==> config.mk <==
export PLATFORM = sky130hd
export DESIGN_NAME = multicycle_controller
export DESIGN_NICKNAME = d
export VERILOG_FILES = /design/src/rtl/multicycle_controller.sv
export SDC_FILE = /design/constraint.sdc
export NUM_CORES = 1
export LEC_CHECK = 0
export BUFFER_PORTS_ARGS = -buffer_cell sky130_fd_sc_hd__buf_4
export CAP_MARGIN = 20
export CORE_ASPECT_RATIO = 1.1
export CORE_UTILIZATION = 25
export CTS_CLUSTER_SIZE = 25
export DETAILED_ROUTE_END_ITERATION = 8
export PLACE_DENSITY = 0.49
export SLEW_MARGIN = 40
export SYNTH_ARGS = -nofsm -noshare
export SYNTH_HDL_FRONTEND = slang
export SYNTH_SLANG_ARGS = --single-unit
==> constraint.sdc <==
create_clock -name i_clk -period 3.2 [get_ports i_clk]
set_input_delay 0.16 -clock i_clk [delete_from_list [all_inputs] [get_ports i_clk]]
set_output_delay 0.16 -clock i_clk [all_outputs]
set_load 0.02 [all_outputs]
==> src/rtl/multicycle_controller.sv <==
// -----------------------------------------------------------------------------
// multicycle_controller
//   FSM control unit for the multicycle MIPS-subset CPU. Each instruction is
//   sequenced over several states that share one ALU and one memory port.
//   Memory accesses use a variable-latency ready handshake guarded by a
//   timeout. Unknown instructions trap to a halted ERROR state. A counter
//   tracks retired instructions.
//
// Ports
//   i_clk, i_reset        clock (rising edge), synchronous active-high reset
//   i_opcode, i_funct     IR[31:26], IR[5:0]
//   i_alu_zero            ALU zero flag (same cycle)
//   i_mem_ready           memory completes the current access this cycle
//   o_ir_wr .. o_aluout_wr  write / access strobes
//   o_iord                memory address select: 0=PC, 1=ALUOut
//   o_alu_src_a           0=PC, 1=rs
//   o_alu_src_b           0=rt, 1=const 4, 2=signext, 3=signext<<2
//   o_alu_op              ADD=0, SUB=1, XOR=2, SLT=3
//   o_pc_src              0=ALU result, 1=ALUOut, 2=jump target, 3=rs
//   o_reg_dst             0=rt, 1=rd, 2=r31
//   o_mem_to_reg          0=ALUOut, 1=MDR, 2=PC
//   o_halted, o_err_code  ERROR state flag; 0=none, 1=illegal, 2=mem timeout
//   o_instr_count         retired-instruction count (wraps)
// -----------------------------------------------------------------------------
module multicycle_controller #(
  parameter int ALU_OP_W    = 3,
  parameter int CNT_W       = 32,
  parameter int MEM_TIMEOUT = 16
) (
  input  logic                i_clk,
  input  logic                i_reset,
  input  logic [5:0]          i_opcode,
  input  logic [5:0]          i_funct,
  input  logic                i_alu_zero,
  input  logic                i_mem_ready,
  output logic                o_ir_wr,
  output logic                o_pc_wr,
  output logic                o_reg_wr,
  output logic                o_mem_rd,
  output logic                o_mem_wr,
  output logic                o_aluout_wr,
  output logic                o_iord,
  output logic                o_alu_src_a,
  output logic [1:0]          o_alu_src_b,
  output logic [ALU_OP_W-1:0] o_alu_op,
  output logic [1:0]          o_pc_src,
  output logic [1:0]          o_reg_dst,
  output logic [1:0]          o_mem_to_reg,
  output logic                o_halted,
  output logic [1:0]          o_err_code,
  output logic [CNT_W-1:0]    o_instr_count
);

  typedef enum logic [3:0] {
    S_FETCH, S_DECODE, S_MEM_ADDR, S_MEM_READ, S_MEM_WB, S_MEM_WRITE,
    S_R_EXEC, S_R_WB, S_I_EXEC, S_I_WB, S_BRANCH, S_JUMP, S_JR, S_JAL, S_ERROR
  } state_t;

  localparam logic [5:0] OP_RTYPE = 6'h00, OP_J    = 6'h02, OP_JAL  = 6'h03;
  localparam logic [5:0] OP_BEQ   = 6'h04, OP_BNE  = 6'h05, OP_ADDI = 6'h08;
  localparam logic [5:0] OP_XORI  = 6'h0E, OP_LW   = 6'h23, OP_SW   = 6'h2B;
  localparam logic [5:0] F_JR     = 6'h08, F_ADD   = 6'h20, F_SUB   = 6'h22;
  localparam logic [5:0] F_SLT    = 6'h2A;

  localparam logic [ALU_OP_W-1:0] ALU_ADD = ALU_OP_W'(0);
  localparam logic [ALU_OP_W-1:0] ALU_SUB = ALU_OP_W'(1);
  localparam logic [ALU_OP_W-1:0] ALU_XOR = ALU_OP_W'(2);
  localparam logic [ALU_OP_W-1:0] ALU_SLT = ALU_OP_W'(3);

  localparam logic [1:0] ERR_ILLEGAL = 2'd1;
  localparam logic [1:0] ERR_TIMEOUT = 2'd2;

  // Wide enough to hold MEM_TIMEOUT; the last legal wait value triggers the trap.
  localparam int              WAIT_W       = $clog2(MEM_TIMEOUT + 1);
  localparam logic [WAIT_W-1:0] TIMEOUT_LAST = WAIT_W'(MEM_TIMEOUT - 1);

  state_t              r_state;
  state_t              w_next_state;
  logic [WAIT_W-1:0]   r_wait_cnt;
  logic [1:0]          r_err_code;
  logic [CNT_W-1:0]    r_instr_count;
  logic                w_timeout;
  logic                w_mem_wait;
  logic                w_err_set;
  logic [1:0]          w_err_val;
  logic                w_retire;

  // This is the final permitted cycle without mem_ready; mem_ready still wins.
  assign w_timeout = (r_wait_cnt == TIMEOUT_LAST);

  // Any return to FETCH from a working state retires one instruction.
  assign w_retire = (w_next_state == S_FETCH) && (r_state != S_FETCH) &&
                    (r_state != S_ERROR);

  assign o_err_code    = r_err_code;
  assign o_instr_count = r_instr_count;

  // State register.
  always_ff @(posedge i_clk) begin
    if (i_reset) begin
      r_state <= S_FETCH;
    end else begin
      r_state <= w_next_state;
    end
  end

  // Memory wait counter, sticky error code and retired-instruction counter.
  always_ff @(posedge i_clk) begin
    if (i_reset) begin
      r_wait_cnt    <= '0;
      r_err_code    <= 2'd0;
      r_instr_count <= '0;
    end else begin
      // Counts only while a memory state keeps waiting; any state change clears it.
      if (w_mem_wait && !i_mem_ready && (w_next_state == r_state)) begin
        r_wait_cnt <= r_wait_cnt + WAIT_W'(1);
      end else begin
        r_wait_cnt <= '0;
      end
      if (w_err_set) begin
        r_err_code <= w_err_val;
      end else begin
        r_err_code <= r_err_code;
      end
      if (w_retire) begin
        r_instr_count <= r_instr_count + CNT_W'(1);
      end else begin
        r_instr_count <= r_instr_count;
      end
    end
  end

  // Next-state and output decode; everything stays 0 while reset is held.
  always_comb begin
    w_next_state = r_state;
    w_err_set    = 1'b0;
    w_err_val    = 2'd0;
    w_mem_wait   = 1'b0;
    o_ir_wr      = 1'b0;
    o_pc_wr      = 1'b0;
    o_reg_wr     = 1'b0;
    o_mem_rd     = 1'b0;
    o_mem_wr     = 1'b0;
    o_aluout_wr  = 1'b0;
    o_iord       = 1'b0;
    o_alu_src_a  = 1'b0;
    o_alu_src_b  = 2'd0;
    o_alu_op     = ALU_ADD;
    o_pc_src     = 2'd0;
    o_reg_dst    = 2'd0;
    o_mem_to_reg = 2'd0;
    o_halted     = 1'b0;
    if (i_reset) begin
      w_next_state = S_FETCH;
    end else begin
      case (r_state)
        S_FETCH: begin
          o_mem_rd    = 1'b1;
          o_alu_src_b = 2'd1;
          w_mem_wait  = 1'b1;
          if (i_mem_ready) begin
            o_ir_wr      = 1'b1;
            o_pc_wr      = 1'b1;
            w_next_state = S_DECODE;
          end else if (w_timeout) begin
            w_next_state = S_ERROR;
            w_err_set    = 1'b1;
            w_err_val    = ERR_TIMEOUT;
          end else begin
            w_next_state = S_FETCH;
          end
        end
        S_DECODE: begin
          // Speculatively compute the branch target into ALUOut.
          o_alu_src_b = 2'd3;
          o_aluout_wr = 1'b1;
          case (i_opcode)
            OP_LW, OP_SW:    w_next_state = S_MEM_ADDR;
            OP_ADDI, OP_XORI: w_next_state = S_I_EXEC;
            OP_BEQ, OP_BNE:  w_next_state = S_BRANCH;
            OP_J:            w_next_state = S_JUMP;
            OP_JAL:          w_next_state = S_JAL;
            OP_RTYPE: begin
              case (i_funct)
                F_ADD, F_SUB, F_SLT: w_next_state = S_R_EXEC;
                F_JR:                w_next_state = S_JR;
                default: begin
                  w_next_state = S_ERROR;
                  w_err_set    = 1'b1;
                  w_err_val    = ERR_ILLEGAL;
                end
              endcase
            end
            default: begin
              w_next_state = S_ERROR;
              w_err_set    = 1'b1;
              w_err_val    = ERR_ILLEGAL;
            end
          endcase
        end
        S_MEM_ADDR: begin
          o_alu_src_a = 1'b1;
          o_alu_src_b = 2'd2;
          o_aluout_wr = 1'b1;
          if (i_opcode == OP_LW) begin
            w_next_state = S_MEM_READ;
          end else begin
            w_next_state = S_MEM_WRITE;
          end
        end
        S_MEM_READ, S_MEM_WRITE: begin
          o_iord     = 1'b1;
          o_mem_rd   = (r_state == S_MEM_READ);
          o_mem_wr   = (r_state == S_MEM_WRITE);
          w_mem_wait = 1'b1;
          if (i_mem_ready) begin
            w_next_state = (r_state == S_MEM_READ) ? S_MEM_WB : S_FETCH;
          end else if (w_timeout) begin
            w_next_state = S_ERROR;
            w_err_set    = 1'b1;
            w_err_val    = ERR_TIMEOUT;
          end else begin
            w_next_state = r_state;
          end
        end
        S_MEM_WB: begin
          o_reg_wr     = 1'b1;
          o_mem_to_reg = 2'd1;
          w_next_state = S_FETCH;
        end
        S_R_EXEC: begin
          o_alu_src_a = 1'b1;
          o_aluout_wr = 1'b1;
          case (i_funct)
            F_SUB:   o_alu_op = ALU_SUB;
            F_SLT:   o_alu_op = ALU_SLT;
            default: o_alu_op = ALU_ADD;
          endcase
          w_next_state = S_R_WB;
        end
        S_R_WB: begin
          o_reg_wr     = 1'b1;
          o_reg_dst    = 2'd1;
          w_next_state = S_FETCH;
        end
        S_I_EXEC: begin
          o_alu_src_a  = 1'b1;
          o_alu_src_b  = 2'd2;
          o_aluout_wr  = 1'b1;
          o_alu_op     = (i_opcode == OP_XORI) ? ALU_XOR : ALU_ADD;
          w_next_state = S_I_WB;
        end
        S_I_WB: begin
          o_reg_wr     = 1'b1;
          w_next_state = S_FETCH;
        end
        S_BRANCH: begin
          // rs - rt; the target was parked in ALUOut during DECODE.
          o_alu_src_a = 1'b1;
          o_alu_op    = ALU_SUB;
          o_pc_src    = 2'd1;
          if (i_opcode == OP_BNE) begin
            o_pc_wr = !i_alu_zero;
          end else begin
            o_pc_wr = i_alu_zero;
          end
          w_next_state = S_FETCH;
        end
        S_JUMP: begin
          o_pc_wr      = 1'b1;
          o_pc_src     = 2'd2;
          w_next_state = S_FETCH;
        end
        S_JR: begin
          o_pc_wr      = 1'b1;
          o_pc_src     = 2'd3;
          w_next_state = S_FETCH;
        end
        S_JAL: begin
          // PC already holds PC+4, which is the link value for r31.
          o_reg_wr     = 1'b1;
          o_reg_dst    = 2'd2;
          o_mem_to_reg = 2'd2;
          o_pc_wr      = 1'b1;
          o_pc_src     = 2'd2;
          w_next_state = S_FETCH;
        end
        S_ERROR: begin
          o_halted     = 1'b1;
          w_next_state = S_ERROR;
        end
        default: begin
          w_next_state = S_ERROR;
        end
      endcase
    end
  end

endmodule

==> results of run 1 <==
[metrics by stage]
stage          area (um^2)  utilization (%)  std cells  setup WS [ns]
2_1_floorplan         3113                -        385         0.5286
3_3_place_gp          3625            29.99        584         0.3271
3_5_place_dp          3625            29.99        584         0.2551
4_1_cts               3794            31.39        592         0.2056
5_1_grt               3802            31.46        592        0.07754
6_report              3802            31.46        592         0.2620
[worst min path at each step]
| stage | endpoint | cells past startpoint | slack, ns | from |
|---|---|---|---|---|
| final | r_state[2] | 3 | 0.25 | i_opcode[4] |
| after CTS | r_state[2] | 3 | 0.24 | i_opcode[4] |
| after floorplan | r_state[2] | 2 | 0.36 | i_opcode[4] |
| after detailed placement | r_wait_cnt[0] | 1 | 0.44 | r_wait_cnt[0] |
| after global placement | r_wait_cnt[0] | 1 | 0.43 | r_wait_cnt[0] |
| after global routing | r_state[2] | 3 | 0.27 | i_opcode[4] |
[per-layer routing]
metal / global-route usage, % / wire length (um)
met1: 18.77 / 4179
met2: 23.45 / 4416
met3: 1.752 / 467
met4: 3.463 / 25
met5: 0 / 0
[flip-flops by register name, indices dropped and copies added (netlist names)]
register / cells
o_instr_count: 32
r_state: 4
r_wait_cnt: 5
o_err_code: 2
[kinds of logic after synthesis]
kind of cell	count (synthesis)	synth area share [%]
AO/OA/AOI/OAI	108	25.92
XOR/XNOR	9	2.532
adder cells (fa/ha/maj)	3	1.206
buffers and inverters	46	10.29
flip-flops	43	27.65
multiplexers	1	0.3617
other	1	0.1205
AND/OR/NAND/NOR	174	31.91
[synth_stat cells, types with 2 or more instances]
cell type,instances,share of area (%)
sky130_fd_sc_hd__nor2_1,28,3.4
sky130_fd_sc_hd__a21oi_1,38,6.1
sky130_fd_sc_hd__or4_1,20,4.8
sky130_fd_sc_hd__and3_1,7,1.4
sky130_fd_sc_hd__or3_1,5,1.0
sky130_fd_sc_hd__dfxtp_1,43,28
sky130_fd_sc_hd__o211ai_1,2,0.48
sky130_fd_sc_hd__clkbuf_8,4,1.8
sky130_fd_sc_hd__a41oi_1,2,0.56
sky130_fd_sc_hd__o31a_1,4,1.1
sky130_fd_sc_hd__o221ai_1,2,0.56
sky130_fd_sc_hd__nor3_1,13,2.1
sky130_fd_sc_hd__nand2_1,35,4.2
sky130_fd_sc_hd__buf_2,4,0.64
sky130_fd_sc_hd__and2_1,2,0.40
sky130_fd_sc_hd__buf_6,11,4.0
sky130_fd_sc_hd__nand4_1,14,2.8
sky130_fd_sc_hd__ha_1,3,1.2
sky130_fd_sc_hd__inv_1,15,1.8
sky130_fd_sc_hd__clkbuf_1,6,0.72
sky130_fd_sc_hd__xnor2_1,5,1.4
sky130_fd_sc_hd__o21ai_0,9,1.4
sky130_fd_sc_hd__nand2b_1,4,0.80
sky130_fd_sc_hd__o21a_1,4,0.96
sky130_fd_sc_hd__nand3_1,15,2.4
sky130_fd_sc_hd__or4b_1,3,0.96
sky130_fd_sc_hd__buf_4,3,0.72
sky130_fd_sc_hd__o41ai_1,3,0.84
sky130_fd_sc_hd__o31ai_1,24,5.8
sky130_fd_sc_hd__nor4_1,10,2.0
sky130_fd_sc_hd__nor2b_1,2,0.40
sky130_fd_sc_hd__o21ai_1,2,0.32
sky130_fd_sc_hd__xor2_1,4,1.1
[cell type report]
| cell class | instances | share of cell area (%) |
|---|---|---|
| Clock buffer | 5 | 3.291 |
| Clock inverter | 3 | 1.152 |
| Multi-Input combinational cell | 296 | 51.04 |
| Inverter | 15 | 1.481 |
| Sequential cell | 43 | 22.64 |
| Tap cell | 154 | 5.067 |
| Timing Repair Buffer | 76 | 15.33 |
[worst min-delay path: stages]
cell,delay [ns]
sky130_fd_sc_hd__buf_4,0.12
sky130_fd_sc_hd__o31ai_1,0.08
sky130_fd_sc_hd__a21oi_1,0.12
[power by group]
part | switching [uW] | internal, uW | leakage (uW)
sequential | 91.2 | 571 | 0.000347
clock | 211 | 368 | 0.0000838
combinational | 701 | 407 | 0.000888
==> reports/results.md, run 1 <==
- **status** completed
- **hold slack final** 0.2471 ns
- **number of library cell types mapped by synthesis** 72
- **Post-Syn Nets** 404
- **largest incremental delay on the critical path** 0.51 ns
- **fill cell instance count of the final layout** 1,313
- **clock-pin slew on the worst setup and hold paths** 0.06 ns
- **number of buffers added on ports** 68
- **number of H-tree levels** 2
- **gate family responsible for the most delay along the worst path** simple AND/OR/NAND/NOR gates
- **Setup crit end kind** flop
- **via count of the first global-routing pass** 2,920
- **Sum Neg Setup Slack** 0 ns
- **Most used DFF post-synth** sky130_fd_sc_hd__dfxtp_1
- **transition at the pin with the smallest max-transition slack** 0.6780 ns
- **dpl hpwl** 6.606 mm
- **arrival time of data at the critical path endpoint** 3.15 ns
- **commonest non-fill, non-tap cell in the layout** sky130_fd_sc_hd__buf_4
- **required time of the critical path** 3.41 ns
- **count of buffering cells on the critical path with inverters included** 1
- **class of the most critical setup path** flop to flop
- **number of ports placed on the die boundary** 70
- **cts-stage hold buffer count** 0
- **Die W** 108.4 um
- **count of state elements after synthesis** 43
- **number of enable flip-flop cells after synthesis** 0
- **max-cap violations** 0
- **gate count of the mapped netlist** 385
- **Leak** 0.001319 uW
- **clock sink count** 43
- **highest-count cells in the layout ignoring fill and taps** sky130_fd_sc_hd__buf_4, sky130_fd_sc_hd__dfxtp_1, sky130_fd_sc_hd__a21oi_1
- **area growth from synthesis to layout** 22.15%
- **area taken by flip-flops and latches** 860.8 um^2
- **drt first pass iters** 5
- **proportion of synthesized chip area in sequential cells** 27.65%
- **Detail Route Antenna Nets** 0
- **number of buffers inserted by post-CTS setup repair** 0
- **wire length of the first global-routing pass** 14.71 mm
- **share of post-route cells with drive strength above 1** 22.83%
- **Critical Path Sink** o_instr_count[19]
- **maximum buffer depth of the clock tree** 2
- **worst flop-to-flop path endpoint** o_instr_count[19]
- **starting density of the core** 25.76%
- **ANT cells** 0
- **fin nets** 456
- **buffer cell driving the clock tree root** sky130_fd_sc_hd__clkbuf_16
- **worst relative slew slack** 54.74%
- **library cell appearing most often on the critical path** sky130_fd_sc_hd__ha_1
- **type of element launching the critical path** flop
- **post-DR wirelength/cell** 15.35 um
- **post-detailed-route DRC marker count** 0
- **Die Footprint** 12,900 um^2
- **Post-synth ARST share** 0%
- **Fmax** 0.3404 GHz
- **Multi-input gate area** 1941 um^2
- **Iteration-0 DRC Markers** 136
- **post-cts gate resize count** 0
- **Yosys Warn Count** 0
- **all-layer global routing usage** 13.98%
- **Clock Skews** 0.005622 ns
- **max-slew violation count** 0
- **first element of the critical path** r_wait_cnt[0]
- **depth of the worst register-to-register path** 10
- **Final Critical Period** 2.938 ns
- **maximum resistive drop on vdd** 0.3066 mV
- **number of placement rows** 42
- **CTS buffer count** 5
- **vias post-DR** 3,200
- **Overflow after GRT** 0
- **maximum fanout count along the critical path** 27
- **slowest stage cell, crit path** sky130_fd_sc_hd__or4_1
- **antenna violations before repair** 0
- **maximum number of pins on one net before global-route repair** 52
- **clock tree from TritonCTS** built
- **power density over the cells** 618.1 nW/um^2
- **overall power of the completed layout** 2350 uW
- **number of vias per cell** 5.405
- **HP Class** primary input to flop
- **unrepaired setup endpoints after global routing** false
- **number of cells on the critical path** 10
- **final RePlAce weighted congestion** 0.8452
- **Skew-Pair Late Insertion Delay** 0.28 ns
- **reg-to-reg setup timing slack** 0.26 ns
- **syn_area_per_cell** 8.086 um^2
- **Hold Fails Final Rpt** 0
- **overall die height** 119.0 um
- **count of final setup violators** 0
- **critical register-to-register path startpoint** r_wait_cnt[0]
- **worst path cell trace** ha_1 > and3_1 > ha_1 > nor2_1 > o22ai_2 > nor4_4 > a41oi_4 > buf_12 > or4_1 > a21oi_1
- **final period utilization** 91.81%
- **total detailed-routing wirelength** 9.089 mm
- **netlist area before placement** 3113 um^2
- **core region area** 12,090 um^2
Power figures use the tool's default switching activity.
==> run 2: changes to the inputs <==
CTS_BUF_LIST = sky130_fd_sc_hd__clkbuf_8   (was not set)
==> run 2 against run 1 <==
Against the previous run:
- combinational power is essentially flat
- highest routed layer unchanged
- worst setup slack lost 0.00097 ns
- register-to-register slack hardly changed
- final cell count unchanged
==> reports/results.md, run 2 (synthesis gave the netlist of run 1 again) <==
- **number of buffers added on ports** 68, unchanged
- **flip-flop count of the largest register after layout** 32, unchanged
- **Placement Setup Slack** 0.2551 ns, unchanged
- **required time of the critical path** 3.42 ns, about the same
- **Hold Fails Final Rpt** 0, unchanged
- **Fmax** 0.3403 GHz, about the same
- **power density over the cells** 587.4 nW/um^2, -5.0%
- **buffer cell driving the clock tree root** sky130_fd_sc_hd__clkbuf_8
- **Min-Delay Endpoint** r_state[2]
- **number of ports placed on the die boundary** 70, unchanged
- **overall power of the completed layout** 2200 uW, -6.4%
- **maximum number of pins on one net before global-route repair** 52, unchanged
- **via count of the first global-routing pass** 2,921, +0.034%
- **Sum Neg Setup Slack** 0 ns, unchanged
- **clock sink count** 43, unchanged
- **number of H-tree levels** 2, unchanged
- **unrepaired setup endpoints after global routing** false
- **Iteration-0 DRC Markers** 139, +2.2%
- **CTS buffer count** 5, unchanged
- **maximum resistive drop on vdd** 0.3047 mV, -0.61%
- **slack of the critical path** 0.2610 ns, -0.0009740 ns
- **number of vias per cell** 5.365, -0.75%
- **reg-to-reg setup timing slack** 0.26 ns, about the same
- **number of placement rows** 42, unchanged
- **area growth from synthesis to layout** 20.34%
- **Die Footprint** 12,900 um^2, unchanged
- **vias post-DR** 3,176, -0.75%
- **share of post-route cells with drive strength above 1** 22.83%, unchanged
- **wire length of the first global-routing pass** 14.75 mm, +0.24%
- **placed instance count** 584, unchanged
- **critical register-to-register path startpoint** r_wait_cnt[0]
- **commonest non-fill, non-tap cell in the layout** sky130_fd_sc_hd__buf_4
- **clock tree from TritonCTS** built
- **Skew-Pair Late Insertion Delay** 0.30 ns, +0.02 ns
- **first element of the critical path** r_wait_cnt[0]
- **slowest stage cell, crit path** sky130_fd_sc_hd__or4_1
- **clock-pin slew on the worst setup and hold paths** 0.09 ns, +0.03 ns
- **total detailed-routing wirelength** 9.052 mm, -0.41%
- **type of element launching the critical path** flop
- **Final Critical Period** 2.939 ns, +0.0009740 ns
- **worst relative slew slack** 55.65%, +0.91 points
- **largest incremental delay on the critical path** 0.51 ns, about the same
- **HP Class** primary input to flop
- **max-slew violation count** 0, unchanged
- **Clock Skews** 0.008341 ns, +0.002719 ns
- **post-detailed-route DRC marker count** 0, unchanged
- **depth of the worst register-to-register path** 10, unchanged
- **worst flop-to-flop path endpoint** o_instr_count[19]
- **count of buffering cells on the critical path with inverters included** 1, unchanged
- **starting density of the core** 25.76%, unchanged
- **number of cells in the finished layout apart from fillers** 592, unchanged
- **transition at the pin with the smallest max-transition slack** 0.6644 ns, -0.01359 ns
- **Overflow after GRT** 0, unchanged
- **Detail Route Antenna Nets** 0, unchanged
- **maximum fanout count along the critical path** 27, unchanged
- **status** completed
- **ANT cells** 0, unchanged
- **all-layer global routing usage** 14.01%, +0.034 points
- **final period utilization** 91.84%, about the same
- **arrival time of data at the critical path endpoint** 3.16 ns, about the same
- **drt first pass iters** 4, -1
- **max-cap violations** 0, unchanged
- **count of final setup violators** 0, unchanged
- **core region area** 12,090 um^2, unchanged
- **Setup crit end kind** flop
- **highest-count cells in the layout ignoring fill and taps** sky130_fd_sc_hd__buf_4, sky130_fd_sc_hd__dfxtp_1, sky130_fd_sc_hd__a21oi_1
- **dpl hpwl** 6.606 mm, unchanged
- **cell depth of the worst hold path** 3, unchanged
- **overall die height** 119.0 um, unchanged
- **fin nets** 456, unchanged
- **library cell appearing most often on the critical path** sky130_fd_sc_hd__ha_1
- **number of cells on the critical path** 10, unchanged
- **worst path cell trace** ha_1 > and3_1 > ha_1 > nor2_1 > o22ai_2 > nor4_4 > a41oi_4 > buf_12 > or4_1 > a21oi_1
- **number of buffers inserted by post-CTS setup repair** 0, unchanged
- **antenna violations before repair** 0, unchanged
- **launch point of the worst hold path** i_opcode[4]
- **GR Layer Usage met3** 1.752%, unchanged
- **maximum buffer depth of the clock tree** 2, unchanged
- **post-DR wirelength/cell** 15.29 um, -0.41%
- **gate family responsible for the most delay along the worst path** simple AND/OR/NAND/NOR gates
- **met2 track utilization from global routing** 23.49%, +0.040 points
- **routing usage on met1** 18.84%, +0.067 points
- **Leak** 0.001294 uW, -1.9%
- **Die W** 108.4 um, unchanged
- **class of the most critical setup path** flop to flop
- **final RePlAce weighted congestion** 0.8452, unchanged
- **hold slack final** 0.2289 ns, -0.01820 ns
- **gr busiest metal** met2
-- run 2: metrics by stage --
stage	area [um^2]	util [%]
after global placement	3625	29.99
after global routing	3746	30.99
final	3746	30.99
after CTS	3737	30.92
after floorplan	3113	-
after detailed placement	3625	29.99
-- run 2: cell type report --
| class | instances | area [um^2] |
|---|---|---|
| multi-input cells | 296 | 1941 |
| inverters | 15 | 56.30 |
| well taps | 154 | 192.7 |
| clock buffers | 5 | 68.82 |
| clock inverters | 3 | 43.79 |
| fillers | 1319 | 8341 |
| flip-flops and latches | 43 | 860.8 |
| repair buffers | 76 | 583.1 |
-- run 2: worst reg2reg max path, cell delays in order (launching register included) --
cell	delay [ns]
sky130_fd_sc_hd__dfxtp_1	0.33
sky130_fd_sc_hd__ha_1	0.21
sky130_fd_sc_hd__and3_1	0.18
sky130_fd_sc_hd__ha_1	0.22
sky130_fd_sc_hd__nor2_1	0.18
sky130_fd_sc_hd__o22ai_2	0.14
sky130_fd_sc_hd__nor4_4	0.43
sky130_fd_sc_hd__a41oi_4	0.26
sky130_fd_sc_hd__buf_12	0.23
sky130_fd_sc_hd__or4_1	0.52
sky130_fd_sc_hd__a21oi_1	0.15
-- run 2: layer usage --
layer	vias to the layer above	part of all wire, %
met3	4	5.0
met2	76	48
met1	1525	47
met5	-	0
met4	0	0.48
li1	1571	-
-- run 2: worst max-delay path by stage --
stage,endpoint,slack [ns]
finish,o_instr_count[19],0.26
detailed placement,o_instr_count[31],0.26
global route,o_instr_count[20],0.06
global placement,o_instr_count[31],0.33
floorplan,o_instr_count[5],0.53
CTS,o_instr_count[12],0.20
-- run 2: power breakdown --
group / internal [uW] / switching [uW]
clock network: 233 / 197
logic: 407 / 701
registers: 571 / 91.8
total: 1210 / 990
-- run 2: repair_timing --
item,in CTS,in global routing
hold buffers,0,0
resized for setup,0,1
endpoints found under the setup margin,0,2
==> run 3: changes to the inputs <==
--- a/config.mk
+++ b/config.mk
@@ -14,2 +14,3 @@
 export DETAILED_ROUTE_END_ITERATION = 8
+export HOLD_SLACK_MARGIN = 0.06
 export PLACE_DENSITY = 0.49
==> constraint.sdc (replaced) <==
create_clock -name i_clk -period 3.2 [get_ports i_clk]
set_input_delay 0.32 -clock i_clk [delete_from_list [all_inputs] [get_ports i_clk]]
set_output_delay 0.32 -clock i_clk [all_outputs]
set_load 0.02 [all_outputs]
==> run 3 against run 2 <==
Against the previous run:
- die area stayed put
- flip-flop and latch count stayed put
- critical path type unchanged
- critical endpoint is now o_instr_count[21]
- clock skew hardly changed
- clock-buffer cell count is 1 higher
- first-iteration DRC count is 5.8% higher
- sequential share of layout area hardly changed
- final cell count is 0.17% higher
- utilization hardly changed
- via count is 0.41% higher
==> reports/results.md, run 3 (synthesis gave the netlist of run 1 again) <==
- **status** completed
- **all-layer global routing usage** 14.01%, about the same
- **fill cell instance count of the final layout** 1,328, +0.68%
- **Sum Neg Setup Slack** 0 ns, unchanged
- **fin nets** 457, +0.22%
- **post-detailed-route DRC marker count** 0, unchanged
- **Setup crit end kind** flop
- **number of buffers added on ports** 68, unchanged
- **Psw** 983.2 uW, -0.67%
- **dpl hpwl** 6.555 mm, -0.78%
- **post-DR wirelength/cell** 15.25 um, -0.29%
- **total detailed-routing wirelength** 9.041 mm, -0.12%
- **transition at the pin with the smallest max-transition slack** 0.7006 ns, +0.03619 ns
- **Leak** 0.001300 uW, +0.46%
- **Detail Route Antenna Nets** 0, unchanged
- **Iteration-0 DRC Markers** 147, +5.8%
- **clock sink count** 43, unchanged
- **maximum fanout count along the critical path** 20, -26%
- **type of element launching the critical path** flop
- **share of post-route cells with drive strength above 1** 23.01%, +0.18 points
- **required time of the critical path** 3.44 ns, +0.02 ns
- **post-cts gate resize count** 0, unchanged
- **via count of the first global-routing pass** 2,838, -2.8%
- **fraction of power spent switching nets** 44.59%, -0.40 points
- **number of placement rows** 42, unchanged
- **wire length of the first global-routing pass** 14.50 mm, -1.7%
- **power density over the cells** 588.1 nW/um^2, +0.12%
- **count of final setup violators** 0, unchanged
- **Multi-input gate area** 1932 um^2, -0.45%
- **maximum buffer depth of the clock tree** 2, unchanged
- **slowest stage cell, crit path** sky130_fd_sc_hd__or4_1
- **final RePlAce weighted congestion** 0.8473, +0.25%
- **class of the most critical setup path** flop to flop
- **HP Class** primary input to flop
- **area growth from synthesis to layout** 20.46%
- **CTS buffer count** 5, unchanged
- **largest incremental delay on the critical path** 0.63 ns, +0.12 ns
- **Clock power frac** 20.5%, +1.0 points
- **worst relative slew slack** 52.86%, -2.8 points
- **commonest non-fill, non-tap cell in the layout** sky130_fd_sc_hd__buf_4
- **clock-pin slew on the worst setup and hold paths** 0.09 ns, about the same
- **worst path cell trace** ha_1 > and3_1 > ha_1 > nor2_1 > o22ai_2 > nor4_4 > nand4_2 > or4_1 > a21oi_1
- **highest-count cells in the layout ignoring fill and taps** sky130_fd_sc_hd__buf_4, sky130_fd_sc_hd__dfxtp_1, sky130_fd_sc_hd__a21oi_1
- **ANT cells** 0, unchanged
- **Final Critical Period** 2.964 ns, +0.02524 ns
- **overall die height** 119.0 um, unchanged
- **Skew-Pair Late Insertion Delay** 0.31 ns, about the same
- **combinational power share** 49.5%, -0.9 points
- **Hold Fails Final Rpt** 0, unchanged
- **library cell appearing most often on the critical path** sky130_fd_sc_hd__ha_1
- **critical register-to-register path startpoint** r_wait_cnt[0]
- **max-slew violation count** 0, unchanged
- **buffer cell driving the clock tree root** sky130_fd_sc_hd__clkbuf_8
- **unrepaired setup endpoints after global routing** false
- **cts-stage hold buffer count** 0, unchanged
- **final period utilization** 92.63%, +0.79 points
- **worst flop-to-flop path endpoint** o_instr_count[21]
- **flip-flop count of the largest register after layout** 32, unchanged
- **number of cells on the critical path** 9, -1
- **max-cap violations** 0, unchanged
- **hold slack final** 0.3852 ns, +0.1564 ns
- **number of H-tree levels** 2, unchanged
- **cell internal power dissipation** 1222 uW, +0.94%
- **count of buffering cells on the critical path with inverters included** 0, -1
- **Fmax** 0.3374 GHz, -0.85%
- **arrival time of data at the critical path endpoint** 3.20 ns, +0.04 ns
- **Critical Path Sink** o_instr_count[21]
- **Overflow after GRT** 0, unchanged
- **Clock Skews** 0.008095 ns, -0.0002459 ns
- **core region area** 12,090 um^2, unchanged
- **area taken by flip-flops and latches** 860.8 um^2, unchanged
- **starting density of the core** 25.76%, unchanged
- **Die W** 108.4 um, unchanged
- **drt first pass iters** 4, unchanged
- **part of the power in registers** 30.0%, about the same
- **number of buffers inserted by post-CTS setup repair** 0, unchanged
- **reg-to-reg setup timing slack** 0.24 ns, -0.03 ns
- **Die Footprint** 12,900 um^2, unchanged
- **clock tree from TritonCTS** built
- **maximum number of pins on one net before global-route repair** 38, -27%
- **vias post-DR** 3,189, +0.41%
- **post-layout utilization of the core** 31.02%, +0.031 points
- **number of ports placed on the die boundary** 70, unchanged
- **maximum resistive drop on vdd** 0.3225 mV, +5.8%
- **number of vias per cell** 5.378, +0.24%
- **antenna violations before repair** 0, unchanged
- **gate family responsible for the most delay along the worst path** simple AND/OR/NAND/NOR gates
- **depth of the worst register-to-register path** 9, -1
- **first element of the critical path** r_wait_cnt[0]
==> run 3: changes by cell type in the layout (fill, tap and decap cells not counted), sizes merged <==
cell / delta
buf: +1
clkbuf: +1
clkinv: -1
==> run 3: worst min-delay path: cells and delay by family <==
kind | cells | cell delay [ns]
compound gates | 2 | 0.21
buf+inv | 1 | 0.12
==> run 3: area by class of cell <==
class	count	share of cell area, %
clock buffers	6	2.202
clock inverters	2	0.9343
inverters	15	1.502
multi-input cells	296	51.52
flip-flops and latches	43	22.96
well taps	154	5.138
repair buffers	77	15.75
==> run 3: metal layers <==
| layer | vias up | wire length (um) | GRT usage (%) |
|---|---|---|---|
| met2 | 85 | 4177 | 22.37 |
| met1 | 1519 | 4257 | 18.85 |
| met4 | 0 | 144 | 4.645 |
| met5 | - | 0 | 0 |
| li1 | 1574 | - | - |
| met3 | 11 | 462 | 2.518 |
==> run 3: how the worst min path moves through the flow <==
stage	from	to	slack, ns	depth (start not counted)
2_1_floorplan	r_wait_cnt[0]	r_wait_cnt[0]	0.42	1
3_3_place_gp	r_wait_cnt[0]	r_wait_cnt[0]	0.43	1
3_5_place_dp	r_wait_cnt[0]	r_wait_cnt[0]	0.44	1
4_1_cts	i_opcode[4]	r_state[2]	0.37	3
5_1_grt	i_opcode[4]	r_state[2]	0.41	3
6_report	i_opcode[4]	r_state[2]	0.39	3
==> run 3: power by group through the flow <==
stage	registers [uW]	logic (uW)	clock network, uW
2_1_floorplan	623	886	0
3_3_place_gp	671	1080	0
3_5_place_dp	673	1100	0
4_1_cts	661	1100	464
5_1_grt	673	1200	486
6_report	661	1090	452
==> run 3: stage by stage <==
stage	instances	total power, uW	instance area [um^2]	worst slack, ns
after detailed placement	585	1773	3632	0.2148
after floorplan	385	1509	3113	0.5286
final	593	2205	3750	0.2358
after CTS	593	2228	3750	0.2013
after global placement	585	1756	3632	0.3324
after global routing	593	2354	3750	0.01531
